## src/rtl/exc_chk_pkg.sv

```systemverilog
// Shared types for the 16-bit exception-check handshake: AEXC codes, requester states,
// and a bfloat16 classifier used by checker-side models.
package exc_chk_pkg;

  typedef enum logic [2:0] {
    EXC_NORMAL = 3'b000,
    EXC_INF    = 3'b011,
    EXC_NAN    = 3'b100,
    EXC_ZERO   = 3'b111
  } exc_code_e;

  typedef enum logic [1:0] {
    IDLE,
    REQ,
    GAP
  } req_state_e;

  localparam logic [7:0] EXP_ALL_ONES = 8'hFF;

  // Sign is ignored: both +0 and -0 classify as zero.
  function automatic exc_code_e bf16_exc(input logic [15:0] v);
    if (v[14:7] == EXP_ALL_ONES) return (v[6:0] == 7'd0) ? EXC_INF : EXC_NAN;
    else if (v[14:0] == 15'd0)   return EXC_ZERO;
    else                         return EXC_NORMAL;
  endfunction

endpackage

```

## src/rtl/exc_result_reg.sv

```systemverilog
// One-entry valid/ready holding register for a captured operand, its AEXC code and
// the watchdog flag. A load always wins over a same-cycle drain.
module exc_result_reg
  import exc_chk_pkg::*;
(
  input  logic        CLK,
  input  logic        RSTN,
  input  logic        load,
  input  logic [15:0] load_data,
  input  exc_code_e   load_exc,
  input  logic        load_timeout,
  input  logic        out_ready,
  output logic        out_valid,
  output logic [15:0] out_data,
  output exc_code_e   out_exc,
  output logic        out_timeout
);

  // NOTE: reset is sampled on the clock edge; all state uses non-blocking assignment.
  always_ff @(posedge CLK) begin
    if (!RSTN) begin
      out_valid   <= 1'b0;
      out_data    <= 16'd0;
      out_exc     <= EXC_NORMAL;
      out_timeout <= 1'b0;
    end else if (load) begin
      out_valid   <= 1'b1;
      out_data    <= load_data;
      out_exc     <= load_exc;
      out_timeout <= load_timeout;
    end else if (out_valid && out_ready) begin
      out_valid   <= 1'b0;
    end
  end

endmodule

```

## src/rtl/exc_check_requester.sv

```systemverilog
// Initiator side of the exception-check handshake: IDLE -> REQ -> GAP requester FSM.
// Optional REQ watchdog is enabled by defining EXC_REQ_TIMEOUT_EN.
module exc_check_requester
  import exc_chk_pkg::*;
#(
  parameter int GAP_CYCLES = 1
`ifdef EXC_REQ_TIMEOUT_EN
  , parameter int TIMEOUT_CYCLES = 16
`endif
) (
  input  logic        CLK,
  input  logic        RSTN,
  input  logic        in_valid,
  output logic        in_ready,
  input  logic [15:0] in_data,
  output logic [15:0] Data,
  output logic        Data_valid,
  input  logic        ACK,
  input  logic [2:0]  AEXC,
  output logic        out_valid,
  input  logic        out_ready,
  output logic [15:0] out_data,
  output logic [2:0]  out_exc,
  output logic        out_timeout,
  output logic        stray_ack
);

  localparam int GAP_W = (GAP_CYCLES > 1) ? $clog2(GAP_CYCLES) : 1;

  req_state_e       state_q, state_d;
  logic [15:0]      data_q, data_d;
  logic             dv_q, dv_d;
  logic [GAP_W-1:0] gap_q, gap_d;
  logic             stray_q, stray_d;
  logic             res_load, res_timeout;
  exc_code_e        res_exc;
  exc_code_e        out_exc_e;
  logic             to_hit;

`ifdef EXC_REQ_TIMEOUT_EN
  localparam int TO_W = $clog2(TIMEOUT_CYCLES + 1);
  logic [TO_W-1:0] to_q;

  // Counts REQ cycles from entry; zero on the first REQ cycle.
  always_ff @(posedge CLK) begin
    if (!RSTN || state_q != REQ) to_q <= '0;
    else                         to_q <= to_q + 1'b1;
  end
  assign to_hit = (to_q == TO_W'(TIMEOUT_CYCLES - 1));
`else
  assign to_hit = 1'b0;
`endif

  // A request is only accepted when no result can be left stranded in the output register.
  assign in_ready   = (state_q == IDLE) && (!out_valid || out_ready);
  assign Data       = data_q;
  assign Data_valid = dv_q;
  assign stray_ack  = stray_q;
  assign out_exc    = out_exc_e;

  // NOTE: every always_comb output gets a default first so no latch is inferred.
  always_comb begin
    state_d     = state_q;
    data_d      = data_q;
    dv_d        = dv_q;
    gap_d       = gap_q;
    stray_d     = stray_q;
    res_load    = 1'b0;
    res_timeout = 1'b0;
    res_exc     = ACK ? exc_code_e'(AEXC) : EXC_NORMAL;
    case (state_q)
      IDLE: begin
        if (ACK) stray_d = 1'b1;
        if (in_valid && in_ready) begin
          data_d  = in_data;
          dv_d    = 1'b1;
          state_d = REQ;
        end
      end
      REQ: begin
        // ACK on the watchdog limit cycle takes priority and is a normal result.
        if (ACK || to_hit) begin
          res_load    = 1'b1;
          res_timeout = !ACK;
          dv_d        = 1'b0;
          gap_d       = GAP_W'(GAP_CYCLES - 1);
          state_d     = GAP;
        end
      end
      GAP: begin
        if (ACK) stray_d = 1'b1;
        dv_d = 1'b0;
        if (gap_q == '0) state_d = IDLE;
        else             gap_d   = gap_q - 1'b1;
      end
      default: state_d = IDLE;
    endcase
  end

  always_ff @(posedge CLK) begin
    if (!RSTN) begin
      state_q <= IDLE;
      data_q  <= 16'd0;
      dv_q    <= 1'b0;
      gap_q   <= '0;
      stray_q <= 1'b0;
    end else begin
      state_q <= state_d;
      data_q  <= data_d;
      dv_q    <= dv_d;
      gap_q   <= gap_d;
      stray_q <= stray_d;
    end
  end

  exc_result_reg u_result (
    .CLK          (CLK),
    .RSTN         (RSTN),
    .load         (res_load),
    .load_data    (data_q),
    .load_exc     (res_exc),
    .load_timeout (res_timeout),
    .out_ready    (out_ready),
    .out_valid    (out_valid),
    .out_data     (out_data),
    .out_exc      (out_exc_e),
    .out_timeout  (out_timeout)
  );

endmodule
```

## config.mk

```make
export PLATFORM = sky130hd
export DESIGN_NAME = exc_check_requester
export DESIGN_NICKNAME = d
export VERILOG_FILES = /design/src/rtl/exc_chk_pkg.sv /design/src/rtl/exc_result_reg.sv /design/src/rtl/exc_check_requester.sv
export SDC_FILE = /design/constraint.sdc
export NUM_CORES = 1
export LEC_CHECK = 0
export CAP_MARGIN = 20
export CORE_MARGIN = 1.5
export CORE_UTILIZATION = 46
export DETAILED_ROUTE_END_ITERATION = 16
export PLACE_DENSITY = 0.83
export SETUP_SLACK_MARGIN = 0.3
export SYNTH_ARGS = -nofsm -noshare
export SYNTH_HDL_FRONTEND = slang
export SYNTH_SLANG_ARGS = --single-unit
```

## constraint.sdc

```tcl
create_clock -name CLK -period 3.85 [get_ports CLK]
set_clock_uncertainty 0.05 [all_clocks]
set_input_delay 0.5775 -clock CLK [delete_from_list [all_inputs] [get_ports CLK]]
set_output_delay 0.5775 -clock CLK [all_outputs]
set_load 0.05 [all_outputs]
```

==> impl_results.md <==
* Clk pwr share at 21.5%
* Req. time, crit path at 3220 ps
* Hold path startpoint: stray_ack
* Initial Utilization at 48.90%
* Total Negative Setup Slacks at 0 ps
* CTS resizes at 0
* PortBufs at 62
* Logic pwr share at 29.5%
* Clock Latency Late Sink at 350 ps
* Reg area at 800.8 um^2
* Critical path type: reg -> out
* Met2 GRT Util at 36.04%
* Area of the multi-input gates at 744.5 um^2
* Core Area at 3416 um^2
* Final setup viols at 0
* Global route total overflow at 0
* M3 GR Usage at 4.464%
* Setup crit end kind: output pin
* RSZ-0062 raised after global routing: no
* Slew Limit Fails at 0
* Switching power share of the total at 35.37%
* Worst hold margin at 402.0 ps
* Fin crit share at 83.23%
* CTS H-tree lvls at 2
* Pleak at 0.8443 nW
* Area growth, synth to finish at 39.25%
* Worst-Margin Slew at 750.1 ps
* Reg clk slew, reported paths at 110 ps
* Vias/cell at 5.216
* CP max FO at 21
* Pwr/cell area at 402.5 nW/um^2
* Seq cells post-synth at 40
* Register area share after synthesis at 47.94%
* Ports at 64
* Launching point of the worst reg2reg path: state_q[1]
* Status: completed
* Synth Net Count at 226
* GRT Util Overall at 20.87%
* Share of total power in sequential cells at 49.0%
* Share of cells above drive strength 1 at 5.200%
* Met1 Track Usage GR at 25.64%
* DRT Pass-1 Iters at 4
* CTS tree: built
* Worst setup path start: state_q[1]
* Sink count of the clock tree at 40
* Remaining DRCs at 0
* Post-DRT Antenna Nets at 0
* Hold Violations, Final at 0
* Largest net degree at the start of global routing at 22
* Peak supply drop at 0.3051 mV
* Post-Route WL at 3855 um
* Die area at 4002 um^2
* Yosys cell types at 25
* Mean Syn Cell Area at 8.479 um^2
* Worst rel slew slack at 49.99%
* Hold/Removal Path Class: reg -> reg
* Synth Instances at 197
* Cell row count at 21
* Top Usage Layer GRT: met2
* Critical path's most frequent cell: inv_1
* Vias in the first global route at 1,380
* Post-Syn Area at 1670 um^2
* Initial antenna violation count at 0
* Critical path data arrival time at 2580 ps
* Via count at 1,544
* Final Wtd Congestion at 0.8064
* P_sw at 0.3311 mW
* TritonCTS Buffers at 5
* DRT iter0 DRCs at 54
* Highest-delay cell along the critical path: clkdlybuf4s50_1
* Die height at 63.26 um
* Bufs on Longest Clock Path at 2
* Global-route wire length before repair at 6624 um
* WL per Instance at 13.02 um
* Cells along the critical path: inv_1, ha_2, inv_1, nor2_1, clkdlybuf4s50_1
* Detailed placer's ending HPWL at 2663 um
* Root buffer cell: clkbuf_4
* Die Width at 63.26 um
* CP max stage delay at 810 ps
* Final nets at 279
* Ant diodes at 0
* FMAX at 312.1 MHz
* Max-cap violations at 0
* Internal power at 0.6051 mW
* Period minus WS final at 3204 ps
* Crit start category: flip-flop
* Post-CTS setup buffers at 0
* Hold_buf cts at 0
* Fill cell count at 316
* Synth warn at 0
## power by group through the flow
| stage | registers [mW] | clock network (mW) | logic [mW] |
|---|---|---|---|
| 4_1_cts | 0.459 | 0.205 | 0.275 |
| 2_1_floorplan | 0.547 | 0 | 0.108 |
| 3_5_place_dp | 0.468 | 0 | 0.275 |
| 6_report | 0.459 | 0.202 | 0.276 |
| 5_1_grt | 0.462 | 0.227 | 0.296 |
| 3_3_place_gp | 0.468 | 0 | 0.272 |
## Yosys cell counts
| cell type | instances | area, um^2 |
|---|---|---|
| dfxtp_1 | 40 | 800.8 |
| nand2_1 | 40 | 150.1 |
| a21oi_1 | 39 | 195.2 |
| o31ai_1 | 17 | 127.6 |
| nand4_1 | 16 | 100.1 |
| clkbuf_1 | 9 | 33.78 |
| buf_2 | 6 | 30.03 |
| ha_1 | 5 | 62.56 |
| inv_1 | 5 | 18.77 |
| buf_6 | 3 | 33.78 |
| nor2b_1 | 2 | 12.51 |
| o21ai_0 | 2 | 10.01 |
| and2_1 | 1 | 6.260 |
| and3b_1 | 1 | 8.760 |
| buf_4 | 1 | 7.510 |
| conb_1 | 1 | 3.750 |
| inv_2 | 1 | 3.750 |
| mux2i_1 | 1 | 10.01 |
| nand2b_1 | 1 | 6.260 |
| nor2_1 | 1 | 3.750 |
| nor2b_4 | 1 | 13.76 |
| nor4_1 | 1 | 6.260 |
| or2b_1 | 1 | 7.510 |
| or4_1 | 1 | 7.510 |
| or4b_1 | 1 | 10.01 |
## cells in the final DEF, fill, tap and decap left out
| master | netlist | routed |
|---|---|---|
| clkdlybuf4s50_1 | 0 | 62 |
| dfxtp_1 | 40 | 40 |
| nand2_1 | 40 | 40 |
| a21oi_1 | 39 | 39 |
| o31ai_1 | 17 | 17 |
| nand4_1 | 16 | 16 |
| inv_1 | 5 | 5 |
| clkbuf_4 | 0 | 5 |
| ha_1 | 5 | 4 |
| nor2b_1 | 2 | 2 |
| o21ai_0 | 2 | 2 |
| buf_4 | 1 | 2 |
| nor2_1 | 1 | 1 |
| or2b_1 | 1 | 1 |
| inv_2 | 1 | 1 |
| and2_1 | 1 | 1 |
| or4_1 | 1 | 1 |
| nand2b_1 | 1 | 1 |
| and3b_1 | 1 | 1 |
| nor2b_4 | 1 | 1 |
| nor4_1 | 1 | 1 |
| mux2i_1 | 1 | 1 |
| or4b_1 | 1 | 1 |
| ha_2 | 0 | 1 |
| conb_1 | 1 | 1 |
| clkinvlp_4 | 0 | 1 |
| clkinv_2 | 0 | 1 |
| buf_8 | 0 | 1 |
## sequential cells by signal, summed over array words and instances, names as in the netlist
| signal | cells |
|---|---|
| Data_valid | 1 |
| state_q | 2 |
| Data | 16 |
| u_result.out_data | 16 |
| u_result.out_exc | 3 |
| stray_ack | 1 |
| u_result.out_valid | 1 |
## cell families (layout without fill, tap and decap cells)
| logic type | count (synthesis) | count (layout) | share of synthesized area, % |
|---|---|---|---|
| compound gates | 58 | 58 | 19.93 |
| fa+ha+maj | 5 | 5 | 3.745 |
| buf+inv | 25 | 78 | 7.640 |
| flops | 40 | 40 | 47.94 |
| mux | 1 | 1 | 0.5993 |
| other cells | 1 | 1 | 0.2245 |
| simple gates | 67 | 67 | 19.93 |
## critical path, delay by kind of cell, from the launching register on
family	cells	cell delay, ps
adders and majority gates	1	430
buffers and inverters	3	1250
DFF	1	360
and+or+nand+nor	1	180
## cell type report
cell class                      count  area share (%)
Clock inverter                      2          0.5379
Sequential cell                    40           34.43
Inverter                            6          0.9683
Clock buffer                        5           1.614
Timing Repair Buffer               65           27.97
Tap cell                           46           2.474
Multi-Input combinational cell    132           32.01
## per-stage QoR
stage / cells / worst slack, ps / power (mW) / instance area (um^2) / util (%)
finish: 296 / 645.6 / 0.9363 / 2326 / 68.10
global route: 296 / 437.8 / 0.9856 / 2326 / 68.10
CTS: 296 / 377.1 / 0.9392 / 2323 / 68.02
detailed placement: 289 / 780.1 / 0.7429 / 2273 / 66.56
global placement: 288 / 802.9 / 0.7396 / 2258 / 66.12
floorplan: 197 / 1602 / 0.6543 / 1670 / -
## final timing paths
check | cells past startpoint | to | slack [ps]
max | 5 | in_ready | 650
min | 2 | stray_ack | 400
max reg2reg | 5 | state_q[0] | 1770
min reg2reg | 2 | stray_ack | 400
## layer usage
metal	share of wire, %	wire (um)
met1	45	1721
met2	49	1876
met3	5.2	200
met4	1.5	57
met5	0	0
Power figures use the tool's default switching activity.
